**config.mk**
```make
export PLATFORM = sky130hd
export DESIGN_NAME = udma_smi_cmd_seq_flat
export DESIGN_NICKNAME = d
export VERILOG_FILES = /design/src/rtl/udma_smi_cmd_seq_if.sv /design/src/rtl/udma_smi_cmd_seq.sv /design/src/flat_wrapper.sv
export SDC_FILE = /design/constraint.sdc
export NUM_CORES = 1
export LEC_CHECK = 0
export ABC_AREA = 1
export CORE_AREA = 2 2 107 161
export DETAILED_ROUTE_END_ITERATION = 10
export DIE_AREA = 0 0 109 163
export MAX_ROUTING_LAYER = met4
export PLACE_DENSITY = 0.93
export SETUP_SLACK_MARGIN = 0.05
export SLEW_MARGIN = 5
export SYNTH_ARGS = -nofsm -noshare
export SYNTH_HDL_FRONTEND = slang
export SYNTH_SLANG_ARGS = --single-unit
```
**constraint.sdc**
```tcl
create_clock -name clk_i -period 6.6 [get_ports clk_i]
set_input_delay 1.98 -clock clk_i [delete_from_list [all_inputs] [get_ports clk_i]]
set_output_delay 1.98 -clock clk_i [all_outputs]
set_load 0.05 [all_outputs]
```
**src/rtl/udma_smi_cmd_seq_if.sv**
```systemverilog
// Sequencer bus: host command/response/status side plus the SMI controller handshake.
// slave = sequencer view; master = environment view (host software path and SMI controller).
interface udma_smi_cmd_seq_if #(
  parameter int CMD_DEPTH = 4,
  parameter int RSP_DEPTH = 4
);
  logic                         cmd_valid;
  logic                         cmd_ready;
  logic                         cmd_rw;
  logic [4:0]                   cmd_phy;
  logic [4:0]                   cmd_reg;
  logic [15:0]                  cmd_wdata;
  logic                         rsp_valid;
  logic                         rsp_ready;
  logic [15:0]                  rsp_data;
  logic                         rsp_err;
  logic                         flush;
  logic                         busy;
  logic [$clog2(CMD_DEPTH):0]   cmd_level;
  logic [$clog2(RSP_DEPTH):0]   rsp_level;
  logic                         timeout;
  logic                         timeout_clr;
  logic                         smi_start;
  logic                         smi_rw;
  logic [4:0]                   smi_phy_addr;
  logic [4:0]                   smi_reg_addr;
  logic [15:0]                  smi_wr_data;
  logic                         smi_busy;
  logic                         smi_nd;
  logic [15:0]                  smi_rd_data;

  modport slave (
    input  cmd_valid, cmd_rw, cmd_phy, cmd_reg, cmd_wdata, rsp_ready, flush, timeout_clr,
    input  smi_busy, smi_nd, smi_rd_data,
    output cmd_ready, rsp_valid, rsp_data, rsp_err, busy, cmd_level, rsp_level, timeout,
    output smi_start, smi_rw, smi_phy_addr, smi_reg_addr, smi_wr_data
  );

  modport master (
    output cmd_valid, cmd_rw, cmd_phy, cmd_reg, cmd_wdata, rsp_ready, flush, timeout_clr,
    output smi_busy, smi_nd, smi_rd_data,
    input  cmd_ready, rsp_valid, rsp_data, rsp_err, busy, cmd_level, rsp_level, timeout,
    input  smi_start, smi_rw, smi_phy_addr, smi_reg_addr, smi_wr_data
  );
endinterface

```
**src/rtl/udma_smi_cmd_seq.sv**
```systemverilog
// MDIO command sequencer: queues commands, issues one at a time to the SMI controller, queues read data.
// Start pulse 2 cycles after push into an idle, empty queue; cmd_ready drops when queue full, reads stall when rsp queue full.
module udma_smi_cmd_seq #(
  parameter int CMD_DEPTH      = 4,
  parameter int RSP_DEPTH      = 4,
  parameter int TIMEOUT_CYCLES = 65535
) (
  input  logic                   clk_i,
  input  logic                   rstn_i,
  udma_smi_cmd_seq_if.slave      bus
);
  localparam int CAW = $clog2(CMD_DEPTH);
  localparam int RAW = $clog2(RSP_DEPTH);
  localparam logic [15:0] WDOG_LAST = 16'(TIMEOUT_CYCLES - 1);

  typedef enum logic [1:0] {IDLE, ISSUE, WAIT_BUSY, WAIT_DONE} state_t;

  typedef struct packed {
    logic        rw;
    logic [4:0]  phy;
    logic [4:0]  regaddr;
    logic [15:0] wdata;
  } cmd_t;

  typedef struct packed {
    logic        err;
    logic [15:0] data;
  } rsp_t;

  state_t       state, state_nxt;
  cmd_t         cmd_mem [CMD_DEPTH];
  cmd_t         cmd_head, cur;
  logic [CAW:0] cmd_wp, cmd_rp, cmd_level;
  logic         cmd_full, cmd_empty, cmd_push, cmd_pop;
  rsp_t         rsp_mem [RSP_DEPTH];
  rsp_t         rsp_wdat, rsp_head;
  logic [RAW:0] rsp_wp, rsp_rp, rsp_level;
  logic         rsp_full, rsp_empty, rsp_req, rsp_push, rsp_pop;
  logic [15:0]  wdog;
  logic         wdog_hit, abort, drop, timeout;

  assign cmd_level = cmd_wp - cmd_rp;
  assign cmd_empty = (cmd_wp == cmd_rp);
  assign cmd_full  = (cmd_wp[CAW] != cmd_rp[CAW]) && (cmd_wp[CAW-1:0] == cmd_rp[CAW-1:0]);
  assign cmd_head  = cmd_mem[cmd_rp[CAW-1:0]];
  assign cmd_push  = bus.cmd_valid && !cmd_full && !bus.flush;

  assign rsp_level = rsp_wp - rsp_rp;
  assign rsp_empty = (rsp_wp == rsp_rp);
  assign rsp_full  = (rsp_wp[RAW] != rsp_rp[RAW]) && (rsp_wp[RAW-1:0] == rsp_rp[RAW-1:0]);
  assign rsp_head  = rsp_mem[rsp_rp[RAW-1:0]];
  assign rsp_pop   = !rsp_empty && bus.rsp_ready;
  // A flushed in-flight read still completes on the wire; only its push is dropped.
  assign rsp_push  = rsp_req && !drop && !bus.flush && (!rsp_full || rsp_pop);

  assign wdog_hit  = (wdog == WDOG_LAST);

  always_ff @(posedge clk_i) begin
    if (cmd_push) cmd_mem[cmd_wp[CAW-1:0]] <= {bus.cmd_rw, bus.cmd_phy, bus.cmd_reg, bus.cmd_wdata};
  end

  always_ff @(posedge clk_i) begin
    if (rsp_push) rsp_mem[rsp_wp[RAW-1:0]] <= rsp_wdat;
  end

  always_ff @(posedge clk_i or negedge rstn_i) begin
    if (!rstn_i) begin
      cmd_wp <= '0;
      cmd_rp <= '0;
      rsp_wp <= '0;
      rsp_rp <= '0;
    end else if (bus.flush) begin
      cmd_wp <= '0;
      cmd_rp <= '0;
      rsp_wp <= '0;
      rsp_rp <= '0;
    end else begin
      if (cmd_push) cmd_wp <= cmd_wp + 1'b1;
      if (cmd_pop)  cmd_rp <= cmd_rp + 1'b1;
      if (rsp_push) rsp_wp <= rsp_wp + 1'b1;
      if (rsp_pop)  rsp_rp <= rsp_rp + 1'b1;
    end
  end

  always_ff @(posedge clk_i or negedge rstn_i) begin
    if (!rstn_i) state <= IDLE;
    else         state <= state_nxt;
  end

  always_comb begin
    state_nxt = state;
    cmd_pop   = 1'b0;
    rsp_req   = 1'b0;
    rsp_wdat  = '0;
    abort     = 1'b0;
    case (state)
      IDLE: begin
        // Reads only go out when their response is guaranteed a slot.
        if (!cmd_empty && (cmd_head.rw || !rsp_full) && !bus.flush) begin
          cmd_pop   = 1'b1;
          state_nxt = ISSUE;
        end
      end
      ISSUE:     state_nxt = WAIT_BUSY;
      WAIT_BUSY: begin
        if (wdog_hit)          abort     = 1'b1;
        else if (bus.smi_busy) state_nxt = WAIT_DONE;
      end
      WAIT_DONE: begin
        if (!cur.rw && bus.smi_nd) begin
          rsp_req   = 1'b1;
          rsp_wdat  = {1'b0, bus.smi_rd_data};
          state_nxt = IDLE;
        end else if (cur.rw && !bus.smi_busy) begin
          state_nxt = IDLE;
        end else if (wdog_hit) begin
          abort = 1'b1;
        end
      end
      default: state_nxt = IDLE;
    endcase
    if (abort) begin
      state_nxt = IDLE;
      if (!cur.rw) begin
        rsp_req  = 1'b1;
        rsp_wdat = {1'b1, 16'hFFFF};
      end
    end
  end

  always_ff @(posedge clk_i or negedge rstn_i) begin
    if (!rstn_i)      cur <= '0;
    else if (cmd_pop) cur <= cmd_head;
  end

  // Counts cycles since the start pulse; value is k-1 in the k-th cycle after start.
  always_ff @(posedge clk_i or negedge rstn_i) begin
    if (!rstn_i)                                        wdog <= '0;
    else if (state == ISSUE)                            wdog <= '0;
    else if (state == WAIT_BUSY || state == WAIT_DONE)  wdog <= wdog + 16'd1;
  end

  always_ff @(posedge clk_i or negedge rstn_i) begin
    if (!rstn_i)                 drop <= 1'b0;
    else if (state_nxt == IDLE)  drop <= 1'b0;
    else if (bus.flush)          drop <= 1'b1;
  end

  always_ff @(posedge clk_i or negedge rstn_i) begin
    if (!rstn_i)              timeout <= 1'b0;
    else if (abort)           timeout <= 1'b1;
    else if (bus.timeout_clr) timeout <= 1'b0;
  end

  assign bus.cmd_ready    = !cmd_full;
  assign bus.cmd_level    = cmd_level;
  assign bus.rsp_valid    = !rsp_empty;
  assign bus.rsp_data     = rsp_head.data;
  assign bus.rsp_err      = rsp_head.err;
  assign bus.rsp_level    = rsp_level;
  assign bus.busy         = (state != IDLE) || !cmd_empty;
  assign bus.timeout      = timeout;
  assign bus.smi_start    = (state == ISSUE);
  assign bus.smi_rw       = cur.rw;
  assign bus.smi_phy_addr = cur.phy;
  assign bus.smi_reg_addr = cur.regaddr;
  assign bus.smi_wr_data  = cur.wdata;
endmodule
```
**src/flat_wrapper.sv**
```systemverilog
// flat-port wrapper written by rule: the top's interface ports become plain ports
module udma_smi_cmd_seq_flat 
#(
  parameter int CMD_DEPTH      = 4,
  parameter int RSP_DEPTH      = 4,
  parameter int TIMEOUT_CYCLES = 65535
)
  (clk_i, rstn_i, bus_cmd_valid, bus_cmd_rw, bus_cmd_phy, bus_cmd_reg, bus_cmd_wdata, bus_rsp_ready, bus_flush, bus_timeout_clr, bus_smi_busy, bus_smi_nd, bus_smi_rd_data, bus_cmd_ready, bus_rsp_valid, bus_rsp_data, bus_rsp_err, bus_busy, bus_cmd_level, bus_rsp_level, bus_timeout, bus_smi_start, bus_smi_rw, bus_smi_phy_addr, bus_smi_reg_addr, bus_smi_wr_data);
  udma_smi_cmd_seq_if #(.CMD_DEPTH(CMD_DEPTH), .RSP_DEPTH(RSP_DEPTH)) bus_i ();
  input  logic clk_i;
  input  logic rstn_i;
  input wire logic [$bits(bus_i.cmd_valid)-1:0] bus_cmd_valid;
  input wire logic [$bits(bus_i.cmd_rw)-1:0] bus_cmd_rw;
  input wire logic [$bits(bus_i.cmd_phy)-1:0] bus_cmd_phy;
  input wire logic [$bits(bus_i.cmd_reg)-1:0] bus_cmd_reg;
  input wire logic [$bits(bus_i.cmd_wdata)-1:0] bus_cmd_wdata;
  input wire logic [$bits(bus_i.rsp_ready)-1:0] bus_rsp_ready;
  input wire logic [$bits(bus_i.flush)-1:0] bus_flush;
  input wire logic [$bits(bus_i.timeout_clr)-1:0] bus_timeout_clr;
  input wire logic [$bits(bus_i.smi_busy)-1:0] bus_smi_busy;
  input wire logic [$bits(bus_i.smi_nd)-1:0] bus_smi_nd;
  input wire logic [$bits(bus_i.smi_rd_data)-1:0] bus_smi_rd_data;
  output wire logic [$bits(bus_i.cmd_ready)-1:0] bus_cmd_ready;
  output wire logic [$bits(bus_i.rsp_valid)-1:0] bus_rsp_valid;
  output wire logic [$bits(bus_i.rsp_data)-1:0] bus_rsp_data;
  output wire logic [$bits(bus_i.rsp_err)-1:0] bus_rsp_err;
  output wire logic [$bits(bus_i.busy)-1:0] bus_busy;
  output wire logic [$bits(bus_i.cmd_level)-1:0] bus_cmd_level;
  output wire logic [$bits(bus_i.rsp_level)-1:0] bus_rsp_level;
  output wire logic [$bits(bus_i.timeout)-1:0] bus_timeout;
  output wire logic [$bits(bus_i.smi_start)-1:0] bus_smi_start;
  output wire logic [$bits(bus_i.smi_rw)-1:0] bus_smi_rw;
  output wire logic [$bits(bus_i.smi_phy_addr)-1:0] bus_smi_phy_addr;
  output wire logic [$bits(bus_i.smi_reg_addr)-1:0] bus_smi_reg_addr;
  output wire logic [$bits(bus_i.smi_wr_data)-1:0] bus_smi_wr_data;
  assign bus_i.cmd_valid = bus_cmd_valid;
  assign bus_i.cmd_rw = bus_cmd_rw;
  assign bus_i.cmd_phy = bus_cmd_phy;
  assign bus_i.cmd_reg = bus_cmd_reg;
  assign bus_i.cmd_wdata = bus_cmd_wdata;
  assign bus_i.rsp_ready = bus_rsp_ready;
  assign bus_i.flush = bus_flush;
  assign bus_i.timeout_clr = bus_timeout_clr;
  assign bus_i.smi_busy = bus_smi_busy;
  assign bus_i.smi_nd = bus_smi_nd;
  assign bus_i.smi_rd_data = bus_smi_rd_data;
  assign bus_cmd_ready = bus_i.cmd_ready;
  assign bus_rsp_valid = bus_i.rsp_valid;
  assign bus_rsp_data = bus_i.rsp_data;
  assign bus_rsp_err = bus_i.rsp_err;
  assign bus_busy = bus_i.busy;
  assign bus_cmd_level = bus_i.cmd_level;
  assign bus_rsp_level = bus_i.rsp_level;
  assign bus_timeout = bus_i.timeout;
  assign bus_smi_start = bus_i.smi_start;
  assign bus_smi_rw = bus_i.smi_rw;
  assign bus_smi_phy_addr = bus_i.smi_phy_addr;
  assign bus_smi_reg_addr = bus_i.smi_reg_addr;
  assign bus_smi_wr_data = bus_i.smi_wr_data;
  udma_smi_cmd_seq #(.CMD_DEPTH(CMD_DEPTH), .RSP_DEPTH(RSP_DEPTH), .TIMEOUT_CYCLES(TIMEOUT_CYCLES)) u_core (.clk_i(clk_i), .rstn_i(rstn_i), .bus(bus_i));
endmodule
```
==> results of run 1 <==
[layer usage]
metal  wire length (um)  part of all wire, %  track usage (%)  up-vias
met5                  0                    0                -        -
met4                326                  1.6             8.22        0
met3               1310                  6.3             2.84       33
met2              11400                   55             43.8      288
met1               7720                   37             27.6     3184
li1                   -                    -                -     3123
[area by class of cell]
cell class                 count  area, sq um  share of cell area (%)
clock buffer                  28          572                    4.92
timing repair buffer         117         1140                    9.78
clock inverter                 9         56.3                   0.485
multi-input combinational    501         2540                    21.9
tap                          210          263                    2.26
inverter                      73          284                    2.45
sequential                   235         6760                    58.2
[through the flow]
stage          total power, mW  cell area [sq um]
6_report                  4.56              11600
5_1_grt                   4.74              11600
4_1_cts                   4.57              11600
3_5_place_dp              3.46              11000
3_3_place_gp              3.41              11000
2_1_floorplan             2.95               9800
[cell usage after synthesis, drive strengths merged]
cell type / number / share of area, %
nor2: 198 / 8.2
nand3: 26 / 1.5
a31oi: 26 / 1.9
o22ai: 17 / 1.1
mux2i: 1 / 0.10
inv: 72 / 2.9
nor4: 1 / 0.064
nand4: 3 / 0.19
fa: 2 / 0.41
nand2: 70 / 2.9
nor3: 3 / 0.15
o21ai: 124 / 6.3
xor2: 1 / 0.089
ha: 16 / 2.0
a21oi: 9 / 0.50
xnor2: 2 / 0.18
buf: 13 / 1.4
clkbuf: 24 / 0.92
a21boi: 1 / 0.077
clkinv: 1 / 0.038
edfxtp: 176 / 54
dfrtp: 59 / 15
a211oi: 1 / 0.077
[registers in the layout, summed over array words and instances, names as in the netlist]
| signal | flops |
|---|---|
| u_core.cmd_mem | 108 |
| u_core.rsp_mem | 68 |
| u_core.bus.smi_wr_data | 16 |
| u_core.wdog | 16 |
| u_core.bus.smi_phy_addr | 5 |
| u_core.bus.smi_reg_addr | 5 |
| u_core.cmd_rp | 3 |
| u_core.cmd_wp | 3 |
| u_core.rsp_rp | 3 |
| u_core.rsp_wp | 3 |
| u_core.state | 2 |
| u_core.bus.smi_rw | 1 |
| u_core.bus.timeout | 1 |
| u_core.drop | 1 |
[worst paths after layout]
check | from | depth (start not counted) | slack (ns) | endpoint
hold / removal | u_core.cmd_wp[2] | 1 | 0.51 | u_core.cmd_wp[2]
min in group asynchronous | rstn_i | 2 | 1.64 | u_core.bus.smi_wr_data[2]
setup reg to reg | u_core.rsp_rp[1] | 9 | 3.21 | u_core.rsp_mem[1][16]
max in group asynchronous | rstn_i | 2 | 4.35 | u_core.cmd_rp[0]
hold reg to reg | u_core.cmd_wp[2] | 1 | 0.51 | u_core.cmd_wp[2]
setup / recovery | u_core.rsp_rp[0] | 5 | 1.15 | bus_rsp_data[1]
[logic make-up (layout without fill, tap and decap cells)]
logic type               Yosys count  in the layout
AO/OA/AOI/OAI                    178            178
XOR/XNOR                           3              3
adder cells (fa/ha/maj)           18             18
buffers and inverters            110            227
flip-flops                       235            235
multiplexers                       1              1
AND/OR/NAND/NOR                  301            301
[report_power, final]
part	switching, mW	internal, mW
registers	0.142	1.74
logic	1.06	0.498
clock network	0.501	0.612
total	1.71	2.85
==> results.ini, run 1 <==
[clock_tree]
cts_resized = 0
insertion_delay_ns = 0.49
clockRootBuffer = clkbuf_16
cts_setup_buffers = 0
cts_sinks = 235
cts_hold_buf = 0
htreeDepth = 1
cts_made_buffers = 21
cts_max_path_buffers = 3
clk_pin_slew_ns = 0.06
cts_tree = done

[drt]
drc_errors = 0
vias = 6628
viasPerCell = 5.65
wl_per_cell_um = 17.7
detail-route-antenna-nets = 0
drt_iter0_drc = 518
wirelength_mm = 20.8
drt-pass1-iter-count = 5

[final_layout]
final_nets = 1018
final_common_cell = edfxtp_1
n_fill_cell = 1063
instances_no_fill = 1173
n_antenna_cell = 0
drive_gt1_share_pct = 9.14
area_delta_synth_final_pct = 18.5
final_cell_mix = edfxtp_1, nor2_1, o21ai_0
finalCoreUtilization_pct = 70.5

[worst_setup_path]
critical_path_class = register to primary output
crit_buf_inv = 3
critPathRequiredTime_ns = 4.62
crit_fanout = 37
cp.arrival_ns = 3.47
slowest_delay_ns = 1.09
crit_chain = clkinv_1 -> buf_4 -> o21ai_0 -> o22ai_1 -> clkdlybuf4s50_1
slowest_stage = dfrtp_1
setup.worst_path.start_class = register
cp_top_family = buffers and inverters
endpoint_kind = primary output

[floorplanning]
die_height_um = 163
rows = 58
ioPinCount = 106
die_x_um = 109
initial_core_util_pct = 59.5
design.die.area_sq_um = 17800
core_sq_um = 16500

[pwr]
p_leak_nw = 4.33
ir_drop_mv = 0.311
power.density_nw_per_um2 = 392

[synth]
yosys_warnings = 0
synth_xor_area_share_pct = 0.268
ys_ff_latch = 235
synth-adder-area-share_pct = 2.45
yosysSeqAreaShare_pct = 69.0
synth_area_per_cell_sq_um = 11.6
muxShareOfSynthArea_pct = 0.102
syn_inst = 846
syn_area_sq_um = 9800
yosys.area_share.simple_pct = 13.0
yosysUniqueCellTypes = 37
synth_compound_area_share_pct = 9.92
synth_top_family_by_area = simple AND/OR/NAND/NOR gates
synthesis.nets = 915

[placed_design]
io_buffer_count = 105
dp_slack_ns = 1.75
dp_hpwl_mm = 13.1
gp_congestion = 0.825
dp.cells = 1136

[worst_hold_path]
min_path_type = register to register

[timing]
rsz0062_at_grt = false
setup-tns-final_ns = 0
fmax_mhz = 183
slew_viol_final = 0
worst_pin_slew_ns = 1.12
fin_hold_ws_ns = 0.508
skew_ns = 0.0136
fin_ws_ns = 1.15
hold_viol_final = 0
relSlewSlack_pct = 25.1
min_period_over_period_pct = 82.6
final.min_clock_period_ns = 5.45
setup_viol = 0

[flow_run]
cap_viol_max_count = 0

[global_routing]
antenna_found_initial = 0
grt_usage_pct = 24.3
overflow = 0
grt_max_degree = 60
grt_pass1_wl_mm = 32.3
grt_pass1_vias = 6603

[status]
status = completed

Power figures use the tool's default switching activity.
==> inputs of run 2 (changes only) <==
--- a/config.mk
+++ b/config.mk
@@ -6,11 +6,11 @@
 export NUM_CORES = 1
 export LEC_CHECK = 0
 export ABC_AREA = 1
-export CORE_AREA = 2 2 107 161
+export CORE_AREA = 2 2 112 168
 export DETAILED_ROUTE_END_ITERATION = 10
-export DIE_AREA = 0 0 109 163
+export DIE_AREA = 0 0 114 170
 export MAX_ROUTING_LAYER = met4
-export PLACE_DENSITY = 0.93
+export PLACE_DENSITY = 0.87
 export SETUP_SLACK_MARGIN = 0.05
 export SLEW_MARGIN = 5
 export SYNTH_ARGS = -nofsm -noshare
==> constraint.sdc (replaced) <==
create_clock -name clk_i -period 5.4 [get_ports clk_i]
set_input_delay 1.62 -clock clk_i [delete_from_list [all_inputs] [get_ports clk_i]]
set_output_delay 1.62 -clock clk_i [all_outputs]
set_load 0.05 [all_outputs]
==> run 2 against run 1 <==
Against the previous run: die area grew 9.1%; utilization is 5.1 points lower; sequential cell count did not move; sequential power is 20% higher; combinational power grew 24%.
==> results.ini, run 2 (same netlist as run 1, synthesis figures left out) <==
[status]
status = completed

[clock_tree]
insertion_delay_ns = 0.49
cts_tree = done
cts_setup_buffers = 0
cts_max_path_buffers = 3
cts_resized = 0
cts_sinks = 235
cts_hold_buf = 0
clockRootBuffer = clkbuf_16
cts_made_buffers = 20
clk_pin_slew_ns = 0.07
htreeDepth = 1

[global_routing]
grt_pass1_wl_mm = 32.9
antenna_found_initial = 0
overflow = 0
grt_usage_pct = 22.3
grt_max_degree = 57
grt_pass1_vias = 6712

[worst_setup_path]
critPathRequiredTime_ns = 3.78
timing.critical_path.from = u_core.rsp_rp[0]
critical_path_class = register to primary output
cp.arrival_ns = 3.32
slowest_stage = clkinv_1
setup.worst_path.start_class = register
endpoint_kind = primary output
slowest_delay_ns = 0.80
r2r-start = u_core.cmd_rp[1]
crit_fanout = 36
rrSetupSlack_ns = 2.61
reg2reg_to = u_core.cmd_mem[3][21]
cp_top_family = buffers and inverters
reg2reg_depth = 11
crit_chain = clkinv_1 -> o21ai_0 -> o22ai_1 -> clkdlybuf4s50_1
crit_buf_inv = 2

[drt]
wirelength_mm = 20.7
vias = 6625
wl_per_cell_um = 17.5
drc_errors = 0
drt_iter0_drc = 689
detail-route-antenna-nets = 0
viasPerCell = 5.60
drt-pass1-iter-count = 5

[floorplanning]
rows = 60
core_sq_um = 17900
ioPinCount = 106
initial_core_util_pct = 54.9
design.die.area_sq_um = 19400
die_x_um = 114
die_height_um = 170

[final_layout]
area_delta_synth_final_pct = 19.2
final_common_cell = edfxtp_1
n_antenna_cell = 0
final_nets = 1021
largest_reg_flops = 108
n_fill_cell = 1238
final_cell_mix = edfxtp_1, nor2_1, o21ai_0
drive_gt1_share_pct = 9.52

[worst_hold_path]
hold_start = u_core.cmd_wp[2]
min_path_type = register to register
hold_end = u_core.cmd_wp[2]
whs_path_depth = 1

[placed_design]
dp_hpwl_mm = 13.1
gp_congestion = 0.814
io_buffer_count = 105

[flow_run]
cap_viol_max_count = 0

[timing]
final.min_clock_period_ns = 4.94
worst_pin_slew_ns = 0.862
setup_viol = 0
fin_hold_ws_ns = 0.507
fmax_mhz = 202
min_period_over_period_pct = 91.5
setup-tns-final_ns = 0
relSlewSlack_pct = 42.2
skew_ns = 0.0123
slew_viol_final = 0
hold_viol_final = 0
rsz0062_at_grt = false

[pwr]
power.total_mw = 5.68
power.density_nw_per_um2 = 486
ir_drop_mv = 0.557
p_leak_nw = 4.38

==> run 2: worst max-delay path by stage <==
stage	depth (start not counted)	endpoint
4_1_cts	4	bus_rsp_data[4]
6_report	4	bus_rsp_data[4]
5_1_grt	4	bus_rsp_data[4]
2_1_floorplan	12	u_core.cmd_mem[0][0]
3_3_place_gp	4	bus_rsp_data[6]
3_5_place_dp	4	bus_rsp_data[11]
==> run 2: metal layers <==
layer  wire (um)  global-route usage [%]  share of wire [%]
met2       11200                    40.5                 54
met1        7500                    25.3                 36
met3        1620                    3.56                7.8
met4         391                    6.73                1.9
met5           0                       -                  0
==> run 2: metrics by stage <==
stage / worst slack [ns] / cell area, sq um / util (%) / cells
after global placement: 1.34 / 11000 / 61.6 / 1147
after detailed placement: 1.14 / 11000 / 61.6 / 1147
after floorplan: 1.62 / 9800 / - / 846
after global routing: 0.284 / 11700 / 65.4 / 1183
after CTS: 0.513 / 11700 / 65.4 / 1183
final: 0.458 / 11700 / 65.4 / 1183
==> run 2: final cells by class <==
class	count	area (sq um)	share of cell area (%)
sequential	235	6760	57.9
multi-input combinational	501	2530	21.7
timing repair buffer	121	1160	9.94
clock buffer	28	552	4.72
inverter	73	284	2.43
tap	217	272	2.32
clock inverter	8	120	1.03
==> run 2: power breakdown <==
part	total, mW	switching [mW]	internal, mW
Sequential	2.26	0.140	2.12
Combinational	1.94	1.33	0.611
Clock	1.48	0.615	0.861
Total	5.68	2.09	3.60
==> run 2: worst register-to-register path, cell delays in order (launching register included) <==
cell,delay [ns]
dfrtp_1,0.39
buf_4,0.38
inv_1,0.12
ha_1,0.31
nand2_1,0.06
inv_1,0.07
nand3_1,0.15
nand2_1,0.13
nor2_1,0.18
inv_1,0.15
nor2_2,0.10
buf_4,0.39
